<file path="src/rtl/cdb_arbiter_pkg.sv">
// Shared constants and the buffered result type for the CDB arbiter.
package cdb_arbiter_pkg;

  localparam int AR_SIZE   = 7;   // physical register tag width
  localparam int FU_ARRAY  = 3;   // number of functional units
  localparam int CDB_PORTS = 2;   // number of broadcast ports
  localparam int BUF_DEPTH = 2;   // per-FU result buffer entries
  localparam int DATA_W    = 32;  // result value width
  localparam int SRC_W     = 2;   // width of the per-port source FU index

  // One buffered result as it travels from an FU to a broadcast port.
  typedef struct packed {
    logic [AR_SIZE-1:0] tag;
    logic [DATA_W-1:0]  value;
  } result_t;

  // Pointer width for a buffer of the given depth (at least one bit).
  function automatic int ptr_width(input int depth);
    return (depth > 1) ? $clog2(depth) : 1;
  endfunction

endpackage

</file>
<file path="src/rtl/result_fifo.sv">
// Per-FU result buffer: small circular FIFO of result_t entries.
// flush_i empties the buffer at the edge and wins over push and pop.
// A push while full or a pop while empty is ignored.
module result_fifo
  import cdb_arbiter_pkg::*;
#(
  parameter int DEPTH = 2,
  localparam int PTR_W = ptr_width(DEPTH),
  localparam int CNT_W = $clog2(DEPTH + 1)
) (
  input  logic             clk_i,
  input  logic             rst_i,
  input  logic             flush_i,
  input  logic             push_i,
  input  logic             pop_i,
  input  result_t          data_i,
  output result_t          head_o,
  output logic             full_o,
  output logic             empty_o,
  output logic [CNT_W-1:0] count_o
);

  logic [PTR_W-1:0] wr_ptr_q, wr_ptr_d;
  logic [PTR_W-1:0] rd_ptr_q, rd_ptr_d;
  logic [CNT_W-1:0] count_q, count_d;
  result_t          mem_q [DEPTH];
  logic             do_push;
  logic             do_pop;

  assign full_o  = (count_q == CNT_W'(DEPTH));
  assign empty_o = (count_q == '0);
  assign count_o = count_q;
  assign head_o  = mem_q[rd_ptr_q];

  assign do_push = push_i && !full_o;
  assign do_pop  = pop_i && !empty_o;

  // Next pointers and occupancy; a simultaneous push and pop leaves the count alone.
  always_comb begin
    wr_ptr_d = wr_ptr_q;
    rd_ptr_d = rd_ptr_q;
    count_d  = count_q;
    if (flush_i) begin
      wr_ptr_d = '0;
      rd_ptr_d = '0;
      count_d  = '0;
    end else begin
      if (do_push) begin
        wr_ptr_d = (wr_ptr_q == PTR_W'(DEPTH - 1)) ? '0 : wr_ptr_q + 1'b1;
      end
      if (do_pop) begin
        rd_ptr_d = (rd_ptr_q == PTR_W'(DEPTH - 1)) ? '0 : rd_ptr_q + 1'b1;
      end
      case ({do_push, do_pop})
        2'b10:   count_d = count_q + 1'b1;
        2'b01:   count_d = count_q - 1'b1;
        default: count_d = count_q;
      endcase
    end
  end

  // Pointer and count registers, cleared asynchronously by reset.
  always_ff @(posedge clk_i or posedge rst_i) begin
    if (rst_i) begin
      wr_ptr_q <= '0;
      rd_ptr_q <= '0;
      count_q  <= '0;
    end else begin
      wr_ptr_q <= wr_ptr_d;
      rd_ptr_q <= rd_ptr_d;
      count_q  <= count_d;
    end
  end

  // Entry storage; contents are only meaningful below count, so no reset is needed.
  always_ff @(posedge clk_i) begin
    if (do_push && !flush_i) begin
      mem_q[wr_ptr_q] <= data_i;
    end
  end

endmodule

</file>
<file path="src/rtl/cdb_arbiter.sv">
// Common data bus arbiter: buffers one result stream per functional unit and
// broadcasts up to CDB_PORTS results per cycle in round-robin order.
//
// Handshake (FU side): a result transfers on a rising edge where
// fu_valid_in[i] && fu_ready_out[i]. fu_ready_out[i] depends only on the
// registered occupancy of buffer i, never on a same-cycle pop, so it carries
// no combinational path from the grant logic. A transferred result with tag 0
// completes the handshake but is dropped. The broadcast side has no ready:
// cdb_valid_out[p] is a one-cycle registered strobe.
//
// Buffer entries use the package result_t, so AR_SIZE must match the package.
module cdb_arbiter #(
  parameter int AR_SIZE   = cdb_arbiter_pkg::AR_SIZE,
  parameter int FU_ARRAY  = cdb_arbiter_pkg::FU_ARRAY,
  parameter int CDB_PORTS = cdb_arbiter_pkg::CDB_PORTS,
  parameter int BUF_DEPTH = cdb_arbiter_pkg::BUF_DEPTH
) (
  input  logic                          clk,
  input  logic                          rst,
  input  logic                          flush_in,
  input  logic [FU_ARRAY-1:0]           fu_valid_in,
  input  logic [FU_ARRAY*AR_SIZE-1:0]   fu_tag_in,
  input  logic [FU_ARRAY*32-1:0]        fu_value_in,
  output logic [FU_ARRAY-1:0]           fu_ready_out,
  output logic [CDB_PORTS-1:0]          cdb_valid_out,
  output logic [CDB_PORTS*AR_SIZE-1:0]  cdb_tag_out,
  output logic [CDB_PORTS*32-1:0]       cdb_value_out,
  output logic [CDB_PORTS*2-1:0]        cdb_src_out
);

  localparam int RR_W  = (FU_ARRAY > 1) ? $clog2(FU_ARRAY) : 1;
  localparam int CNT_W = $clog2(BUF_DEPTH + 1);
  localparam int DW    = cdb_arbiter_pkg::DATA_W;
  localparam int SW    = cdb_arbiter_pkg::SRC_W;

  typedef cdb_arbiter_pkg::result_t result_t;

  // Buffer interface signals, one per FU.
  logic [FU_ARRAY-1:0] fifo_push;
  logic [FU_ARRAY-1:0] fifo_pop;
  logic [FU_ARRAY-1:0] fifo_full;
  logic [FU_ARRAY-1:0] fifo_empty;
  logic [CNT_W-1:0]    fifo_count [FU_ARRAY];
  result_t             fifo_din   [FU_ARRAY];
  result_t             fifo_head  [FU_ARRAY];
  logic                unused_full;

  // Round-robin pointer and grant results.
  logic [RR_W-1:0]      rr_ptr_q, rr_ptr_d;
  logic [FU_ARRAY-1:0]  grant;
  logic [CDB_PORTS-1:0] port_vld;
  logic [RR_W-1:0]      port_fu [CDB_PORTS];
  logic [RR_W-1:0]      last_fu;
  logic [RR_W-1:0]      scan_idx;
  logic [RR_W:0]        scan_sum;
  logic                 found;

  // Registered broadcast outputs.
  logic [CDB_PORTS-1:0]         cdb_valid_q, cdb_valid_d;
  logic [CDB_PORTS*AR_SIZE-1:0] cdb_tag_q,   cdb_tag_d;
  logic [CDB_PORTS*DW-1:0]      cdb_value_q, cdb_value_d;
  logic [CDB_PORTS*SW-1:0]      cdb_src_q,   cdb_src_d;

  // Full is implied by the count compare used for ready.
  assign unused_full = ^fifo_full;

  for (genvar i = 0; i < FU_ARRAY; i++) begin : g_fu
    assign fifo_din[i]     = {fu_tag_in[i*AR_SIZE +: AR_SIZE], fu_value_in[i*DW +: DW]};
    assign fu_ready_out[i] = (fifo_count[i] < CNT_W'(BUF_DEPTH));
    // Tag 0 means "no destination": accept the handshake but store nothing.
    assign fifo_push[i]    = fu_valid_in[i] && fu_ready_out[i] &&
                             (fu_tag_in[i*AR_SIZE +: AR_SIZE] != '0);

    result_fifo #(
      .DEPTH (BUF_DEPTH)
    ) u_fifo (
      .clk_i   (clk),
      .rst_i   (rst),
      .flush_i (flush_in),
      .push_i  (fifo_push[i]),
      .pop_i   (fifo_pop[i]),
      .data_i  (fifo_din[i]),
      .head_o  (fifo_head[i]),
      .full_o  (fifo_full[i]),
      .empty_o (fifo_empty[i]),
      .count_o (fifo_count[i])
    );
  end

  // Grant selection: each port in turn takes the first non-empty, not yet
  // granted buffer scanning from rr_ptr, so port 0 always holds the earliest grant.
  always_comb begin
    grant    = '0;
    port_vld = '0;
    last_fu  = rr_ptr_q;
    scan_sum = '0;
    scan_idx = '0;
    found    = 1'b0;
    for (int p = 0; p < CDB_PORTS; p++) begin
      port_fu[p] = '0;
    end
    for (int p = 0; p < CDB_PORTS; p++) begin
      found = 1'b0;
      for (int k = 0; k < FU_ARRAY; k++) begin
        scan_sum = {1'b0, rr_ptr_q} + (RR_W+1)'(k);
        if (scan_sum >= (RR_W+1)'(FU_ARRAY)) begin
          scan_sum = scan_sum - (RR_W+1)'(FU_ARRAY);
        end
        scan_idx = scan_sum[RR_W-1:0];
        if (!found && !fifo_empty[scan_idx] && !grant[scan_idx]) begin
          grant[scan_idx] = 1'b1;
          port_vld[p]     = 1'b1;
          port_fu[p]      = scan_idx;
          last_fu         = scan_idx;
          found           = 1'b1;
        end
      end
    end
  end

  // Pops, pointer advance and next broadcast contents; flush clears everything.
  always_comb begin
    fifo_pop    = '0;
    rr_ptr_d    = rr_ptr_q;
    cdb_valid_d = '0;
    cdb_tag_d   = '0;
    cdb_value_d = '0;
    cdb_src_d   = '0;
    if (flush_in) begin
      rr_ptr_d = '0;
    end else begin
      fifo_pop = grant;
      if (|grant) begin
        rr_ptr_d = (last_fu == RR_W'(FU_ARRAY - 1)) ? '0 : last_fu + 1'b1;
      end
      for (int p = 0; p < CDB_PORTS; p++) begin
        if (port_vld[p]) begin
          cdb_valid_d[p]                   = 1'b1;
          cdb_tag_d[p*AR_SIZE +: AR_SIZE]  = fifo_head[port_fu[p]].tag;
          cdb_value_d[p*DW +: DW]          = fifo_head[port_fu[p]].value;
          cdb_src_d[p*SW +: SW]            = SW'(port_fu[p]);
        end
      end
    end
  end

  // Pointer and broadcast registers, cleared asynchronously by reset.
  always_ff @(posedge clk or posedge rst) begin
    if (rst) begin
      rr_ptr_q    <= '0;
      cdb_valid_q <= '0;
      cdb_tag_q   <= '0;
      cdb_value_q <= '0;
      cdb_src_q   <= '0;
    end else begin
      rr_ptr_q    <= rr_ptr_d;
      cdb_valid_q <= cdb_valid_d;
      cdb_tag_q   <= cdb_tag_d;
      cdb_value_q <= cdb_value_d;
      cdb_src_q   <= cdb_src_d;
    end
  end

  assign cdb_valid_out = cdb_valid_q;
  assign cdb_tag_out   = cdb_tag_q;
  assign cdb_value_out = cdb_value_q;
  assign cdb_src_out   = cdb_src_q;

endmodule

</file>
<file path="config.mk">
export PLATFORM = sky130hd
export DESIGN_NAME = cdb_arbiter
export DESIGN_NICKNAME = d
export VERILOG_FILES = /design/src/rtl/cdb_arbiter_pkg.sv /design/src/rtl/result_fifo.sv /design/src/rtl/cdb_arbiter.sv
export SDC_FILE = /design/constraint.sdc
export NUM_CORES = 1
export LEC_CHECK = 0
export CORE_MARGIN = 1
export CORE_UTILIZATION = 55
export CTS_BUF_LIST = sky130_fd_sc_hd__clkbuf_4 sky130_fd_sc_hd__clkbuf_8
export DETAILED_ROUTE_END_ITERATION = 8
export HOLD_SLACK_MARGIN = 0.1
export PLACE_DENSITY = 0.85
export SLEW_MARGIN = 10
export SYNTH_ARGS = -nofsm -noshare
export SYNTH_HDL_FRONTEND = slang
export SYNTH_HIERARCHICAL = 1
export SYNTH_SLANG_ARGS = --single-unit
</file>
<file path="constraint.sdc">
create_clock -name clk -period 4.8 [get_ports clk]
set_input_delay 0.96 -clock clk [delete_from_list [all_inputs] [get_ports clk]]
set_output_delay 0.96 -clock clk [all_outputs]
set_load 0.01 [all_outputs]
</file>
Yosys cells after proc, flatten, opt, wreduce, memory -nomap -nowiden:

Memory sizes are Yosys's and may differ from the RTL's.
Index checks and enable logic that the tools add are counted.
Widths: inputs -> output; s select.

* bitwise logic cells: 7
* reductions and logical operators: 65
* equal/unequal tests: 10
* divide/modulo/power cells: 0
* add/subtract/negate cells: 18
* multipliers: 0
* mux-type cells: 103
* order comparisons: 14
* shift operators: 0

Operators with widths (count)
* $bmux 39 s2: 2
* $mux 39: 4
* $mux 32: 2
* $mux 64: 1
* $mux 2: 24
* $mux 1: 44
* $logic_and 1x1->1: 28
* $mux 3: 7
* $reduce_bool 7->1: 3
* $logic_not 1->1: 20
* $bmux 1 s2: 9
* $or 3x3->3: 5
* $eq 2x2->1 const B: 7
* $mux 14: 1
* $mux 7: 2
* $reduce_bool 2->1: 7
* $pmux 2 s2: 3
* $lt 2x3->1 const B: 3
* $reduce_bool 3->1: 3
* $add 2x1->2 const B: 4
* $add 1x1->1 const B: 6
* $demux 1 s2: 3
* $eq 2x1->1 const B: 3
* $ge 2x1->1 const B: 3
* 12 further kinds: 23

* output and inout port bits: 87
* memory bits (read-only): 0
* RAM bits: 234
* bits of input ports: 123
* bits in latches: 0
* register bits: 98
* memories: 3
* word-level logic and storage cells: 234

Memory list
* g_fu[0].u_fifo.mem_q: depth 2, width 39, read ports 1, clocked after memory_dff 0, wr ports 1, RTL line result_fifo.sv:26 `result_t mem_q [DEPTH];`
* g_fu[1].u_fifo.mem_q: depth 2, width 39, read ports 1, clocked after memory_dff 0, wr ports 1, RTL line result_fifo.sv:26
* g_fu[2].u_fifo.mem_q: depth 2, width 39, read ports 1, clocked after memory_dff 0, wr ports 1, RTL line result_fifo.sv:26

Logic depth before layout (Yosys ltp):

Gate-level depths: netlist (run 1).

* depth after elaboration: 38
* depth in mapped cells: 14
* gate-level depth less buffers: 12

Cells and area by module:

Netlist (run 1), hierarchy kept.

Modules (own cells, without submodules)
* result_fifo: seq. area each 2442.3 µm², instances 3, area an instance 3037.9 µm², cells each 148
* cdb_arbiter: seq. area each 2152.1 µm², instances 1, area an instance 5039.8 µm², cells each 480

Worst setup path before layout (run 1):

Ideal clock, no wire load.

* path type: input -> register
* from: input port fu_tag_in[1]
* to: memory g_fu[0].u_fifo/mem_q[1][0] (netlist bit), enable pin
* slack: 59 ps
* required time: 4307 ps
* arrival time: 4248 ps
* stages: 5
* buffers on the path: 0
* library setup time: 493 ps
* cell sequence: nor3_1 -> nand2_1 -> and3_1 -> nand2_1 -> nor3b_1

* longest elaborated chain between the ends: 6

RTL lines
* start, declared: RTL line cdb_arbiter.sv:22 `input logic [FU_ARRAY*AR_SIZE-1:0] fu_tag_in,`
* $reduce_bool 7->1: RTL line cdb_arbiter.sv:72 `(fu_tag_in[i*AR_SIZE +: AR_SIZE] != '0);`
* $logic_and 1x1->1: RTL line cdb_arbiter.sv:71 `assign fifo_push[i] = fu_valid_in[i] && fu_ready_out[i] &&`
* named net fifo_push[0]: RTL line cdb_arbiter.sv:39 `logic [FU_ARRAY-1:0] fifo_push;`
* $logic_and 1x1->1: RTL line result_fifo.sv:35 `assign do_push = push_i && !full_o;`
* $logic_and 1x1->1: RTL line result_fifo.sv:77 `if (do_push && !flush_i) begin`
* $mux 1: RTL line result_fifo.sv:77
* $mux 1 (implied by the code): RTL line result_fifo.sv:78 `mem_q[wr_ptr_q] <= data_i;`
* end, declared: RTL line result_fifo.sv:26

The timed path passes the listed nets, and every way through them passes these cells.

Worst setup path in the final report (run 1):

* from: register rr_ptr_q[0]
* to: register cdb_value_q[44] (netlist: cdb_value_out[44])

* longest elaborated chain between the ends: 38
* elaborated cells between the ends (all ways): 90
* those cells by class: add/sub (5); order compare (9); mux (45); bitwise (5); reduce/logical (26)

RTL lines
* start, declared: RTL line cdb_arbiter.sv:49 `logic [RR_W-1:0] rr_ptr_q, rr_ptr_d;`
* start signal, assigned: RTL line cdb_arbiter.sv:156 `rr_ptr_q <= rr_ptr_d;`
* $sub 2x2->2 / $ge 2x2->1 (equally long branches): RTL line cdb_arbiter.sv:107, cdb_arbiter.sv:106
* $mux 2: RTL line cdb_arbiter.sv:106 `if (scan_sum >= (RR_W+1)'(FU_ARRAY)) begin`
* $lt 2x3->1 (implied by the code) (tied with other cells): RTL line cdb_arbiter.sv:111 `grant[scan_idx] = 1'b1;`
* $logic_and 1x1->1 (implied by the code) / $mux 1 (equally long branches): RTL line cdb_arbiter.sv:111, cdb_arbiter.sv:110
* $mux 1 (implied by the code) / $logic_not 1->1 (equally long branches): RTL line cdb_arbiter.sv:111, cdb_arbiter.sv:110
* $demux 1 s2 / $logic_and 1x1->1 (equally long branches): RTL line cdb_arbiter.sv:111, cdb_arbiter.sv:110
* $mux 3: RTL line cdb_arbiter.sv:110 `if (!found && !fifo_empty[scan_idx] && !grant[scan_idx]) begin`
* $bmux 1 s2: RTL line cdb_arbiter.sv:110
* [... 22 more ...]
* $logic_and 1x1->1: RTL line cdb_arbiter.sv:110
* $mux 2: RTL line cdb_arbiter.sv:110
* $not 2->3 (implied by the code): RTL line cdb_arbiter.sv:140 `cdb_value_d[p*DW +: DW] = fifo_head[port_fu[p]].value;`
* $bmux 39 s2: RTL line cdb_arbiter.sv:140
* $mux 39 (implied by the code) (2 in series): RTL line cdb_arbiter.sv:140
* $mux 32 (*): RTL line cdb_arbiter.sv:137 `if (port_vld[p]) begin`
* $mux 64 (*): RTL line cdb_arbiter.sv:129 `if (flush_in) begin`
* named net cdb_value_d[44]: RTL line cdb_arbiter.sv:61 `logic [CDB_PORTS*DW-1:0] cdb_value_q, cdb_value_d;`
* end signal, assigned: RTL line cdb_arbiter.sv:159 `cdb_value_q <= cdb_value_d;`
* end, declared: RTL line cdb_arbiter.sv:61

Mark *: on every way through the listed nets, which the timed path passes. The rest lies on a longest branch. The select of a mux whose other input is x is not followed.
A chain may end at the register's enable or synchronous reset.

==> metrics.yaml, run 1 <==
route:
  drt-vias-per-instance: 6.03
  wl_per_cell_um: 24.1
  postRouteAntennaNets: 0
  dr.pass1.iters: 5
  dr.first_iter.drc_count: 818
  drc: 0
  drt_wl_total_mm: 37.0
  vias: 9243
floorplanning:
  num_rows: 58
  ios: 210
  die_w_um: 162
  initial_utilization: 0.562
  dieArea_um2: 26400
  die_h_um: 162
  core_um2: 25200
cts:
  postCtsSetupRepairBufs: 0
  cts_resized: 0
  clk_pin_slew_ns: 0.06
  cts_tree: "done"
  clk_root_buffer_cell: "clkbuf_8"
  cts_hold_buf: 0
  cts_buffers: 51
  insertion_delay_ns: 0.57
  clock-sinks: 332
  clk_path_buf_depth: 3
  cts_max_level: 2
timing:
  min_period_over_period: 0.858
  tightest_slew_ns: 1.18
  hold_viol: 0
  slew_viol_final: 0
  finalSetupViolations: 0
  min_period_ns: 4.12
  rsz0062_at_grt: "false"
  setup-tns-final_ns: 0
  clock.fmax_mhz: 243
  maxSlewHeadroom: 0.216
  fin_worst_skew_ns: 0.0249
place:
  place.gp.congestion: 0.897
  post_dp_cell_area_um2: 16700
  io_buffers: 209
  hpwlAfterDp_mm: 23.1
yosys:
  ys_dominant_reg_cell: "edfxtp_1"
  synth_edf_count: 234
  ys_types: 68
  synthTopCellsByCount: "edfxtp_1 (234), mux2_2 (157), dfrtp_1 (98)"
  synth_top_area_frac: 0.496
  ys_top_cells_by_area: "edfxtp_1 (50%), dfrtp_1 (17%), mux2_2 (12%)"
  ys_async_sr_fraction: 0.295
  synth_top_area_cell: "edfxtp_1"
  synth_warnings: 6
  synth_cells: 924
  yosysSeqAreaShare: 0.670
  synth_most_common_cell: "edfxtp_1"
  ys_seq_elements: 332
  syn-num-nets: 1051
  synth.avg_cell_area_um2: 15.3
  synth_area_um2: 14200
critical_path:
  cp_data_required_time_ns: 5.24
  crit_path_end_kind: "register"
  crit_type: "register to register"
  worstPathMaxFanout: 21
  cp.arrival_ns: 4.56
  startpoint_type: "register"
cells_and_area:
  drive_gt1_frac: 0.265
  multi_input_area_um2: 4390
  fillCellCount: 1609
  design_area_um2: 17800
  areaGrowthSynthToFinish_pct: 25.4
  layout.nets: 1286
  regArea_um2: 9480
  post-route-util: 0.705
min_path:
  hold_path.class: "register to register"
power_and_ir_drop:
  powerDensity_nw_per_um2: 584
  irDropWorstVdd_mv: 0.358
  p_leak_nw: 6.64
job:
  maxCapViolCount: 0
status:
  outcome: "finished, final reports clean"
global_routing:
  grt_overflow: 0
  grt_pass1_wl_mm: 55.2
  antenna_found_initial: 2
  grt_pass1_vias: 9591
  grt_usage: 0.283
  grt_max_degree: 62
==> layout make-up <==
type                    count  area share
well taps                 330      0.0233
clock buffers              88      0.0584
inverters                  21     0.00458
clock inverters             8     0.00296
repair buffers            234       0.129
multi-input cells         519       0.247
diodes                      2    0.000282
flip-flops and latches    332       0.534
==> where the power goes <==
group / switching, mW / internal (mW) / leakage, nW
clock network: 1.07 / 1.36 / 0.580
registers: 0.243 / 3.51 / 3.45
logic: 2.39 / 1.80 / 2.62
total: 3.70 / 6.67 / 6.64
==> logic make-up (layout without fill, tap and decap cells) <==
family                     Yosys count  after routing  synth area share
other                                0              2                 0
adders and majority gates            4              4           0.00354
DFF                                332            332             0.670
and+or+nand+nor                    147            147            0.0515
AOI/OAI and AO/OA                  163            163            0.0912
buffers and inverters               73            351            0.0250
muxes                              202            202             0.157
xor gates and xnor gates             3              3           0.00186
==> sequential cells by signal, indices dropped and copies added, names as in the netlist <==
signal,flops
rr_ptr_q,2
g_fu.u_fifo/wr_ptr_q,3
g_fu.u_fifo/mem_q,234
cdb_value_out,64
g_fu.u_fifo/count_o,6
cdb_tag_out,14
cdb_valid_out,2
cdb_src_out,4
g_fu.u_fifo/rd_ptr_q,3
==> cells in the final DEF (no fill, tap or decap), types with 10 or more instances in the layout <==
master / netlist / layout
clkbuf_4: 0 / 28
clkdlybuf4s50_1: 0 / 209
nor2_1: 62 / 61
a21oi_1: 18 / 18
nand2_1: 25 / 23
dfrtp_1: 98 / 95
o21ai_0: 14 / 14
inv_1: 17 / 16
mux2i_1: 44 / 44
edfxtp_1: 234 / 234
clkbuf_8: 0 / 60
o2bb2ai_1: 29 / 29
mux2_2: 157 / 157
buf_4: 2 / 24
a22oi_1: 41 / 41
o2bb2ai_2: 10 / 10
==> worst paths after layout <==
kind                                         start                      end  slack [ns]  cells after the start
max                                    rr_ptr_q[0]        cdb_value_out[44]        0.68                     10
min                        g_fu[1].u_fifo/rd_ptr_q  g_fu[1].u_fifo/rd_ptr_q        0.55                      2
max reg2reg                            rr_ptr_q[0]        cdb_value_out[44]        0.68                     10
min reg2reg                g_fu[1].u_fifo/rd_ptr_q  g_fu[1].u_fifo/rd_ptr_q        0.55                      2
max in group asynchronous                      rst           cdb_tag_out[5]        2.69                      3
min in group asynchronous                      rst  g_fu[2].u_fifo/wr_ptr_q        0.88                      2
==> per-layer routing <==
layer / vias up / track usage / wire [um]
li1: 4030 / - / -
met1: 4617 / 0.373 / 14700
met2: 523 / 0.472 / 18400
met3: 73 / 0.0522 / 3110
met4: 0 / 0.0965 / 859
met5: - / 0 / 0
==> metrics by stage <==
step	setup slack [ns]	hold WS, ns	instances	power [mW]
after global placement	0.973	0.525	1436	7.78
final	0.680	0.552	1534	10.4
after floorplan	0.0590	0.526	924	6.42
after global routing	0.526	0.582	1533	10.8
after CTS	0.837	0.558	1532	10.3
after detailed placement	0.857	0.540	1436	7.90
==> critical path: stages, from the launching register on <==
cell       delay, ns
dfrtp_1         0.40
inv_1           0.10
ha_1            0.74
mux2i_1         0.39
o21ai_2         0.17
a41o_1          0.31
nor4b_1         0.44
nor3_2          0.18
o2111ai_4       0.74
buf_4           0.40
o2bb2ai_1       0.10
Power figures use the tool's default switching activity.
==> inputs of run 2 (changes only) <==
--- a/config.mk
+++ b/config.mk
@@ -9,7 +9,6 @@
 export CORE_UTILIZATION = 55
 export CTS_BUF_LIST = sky130_fd_sc_hd__clkbuf_4 sky130_fd_sc_hd__clkbuf_8
 export DETAILED_ROUTE_END_ITERATION = 8
-export HOLD_SLACK_MARGIN = 0.1
 export PLACE_DENSITY = 0.85
 export SLEW_MARGIN = 10
 export SYNTH_ARGS = -nofsm -noshare
==> results of run 2 <==
No change in the layout: final DEF, timing and power equal those of run 1.
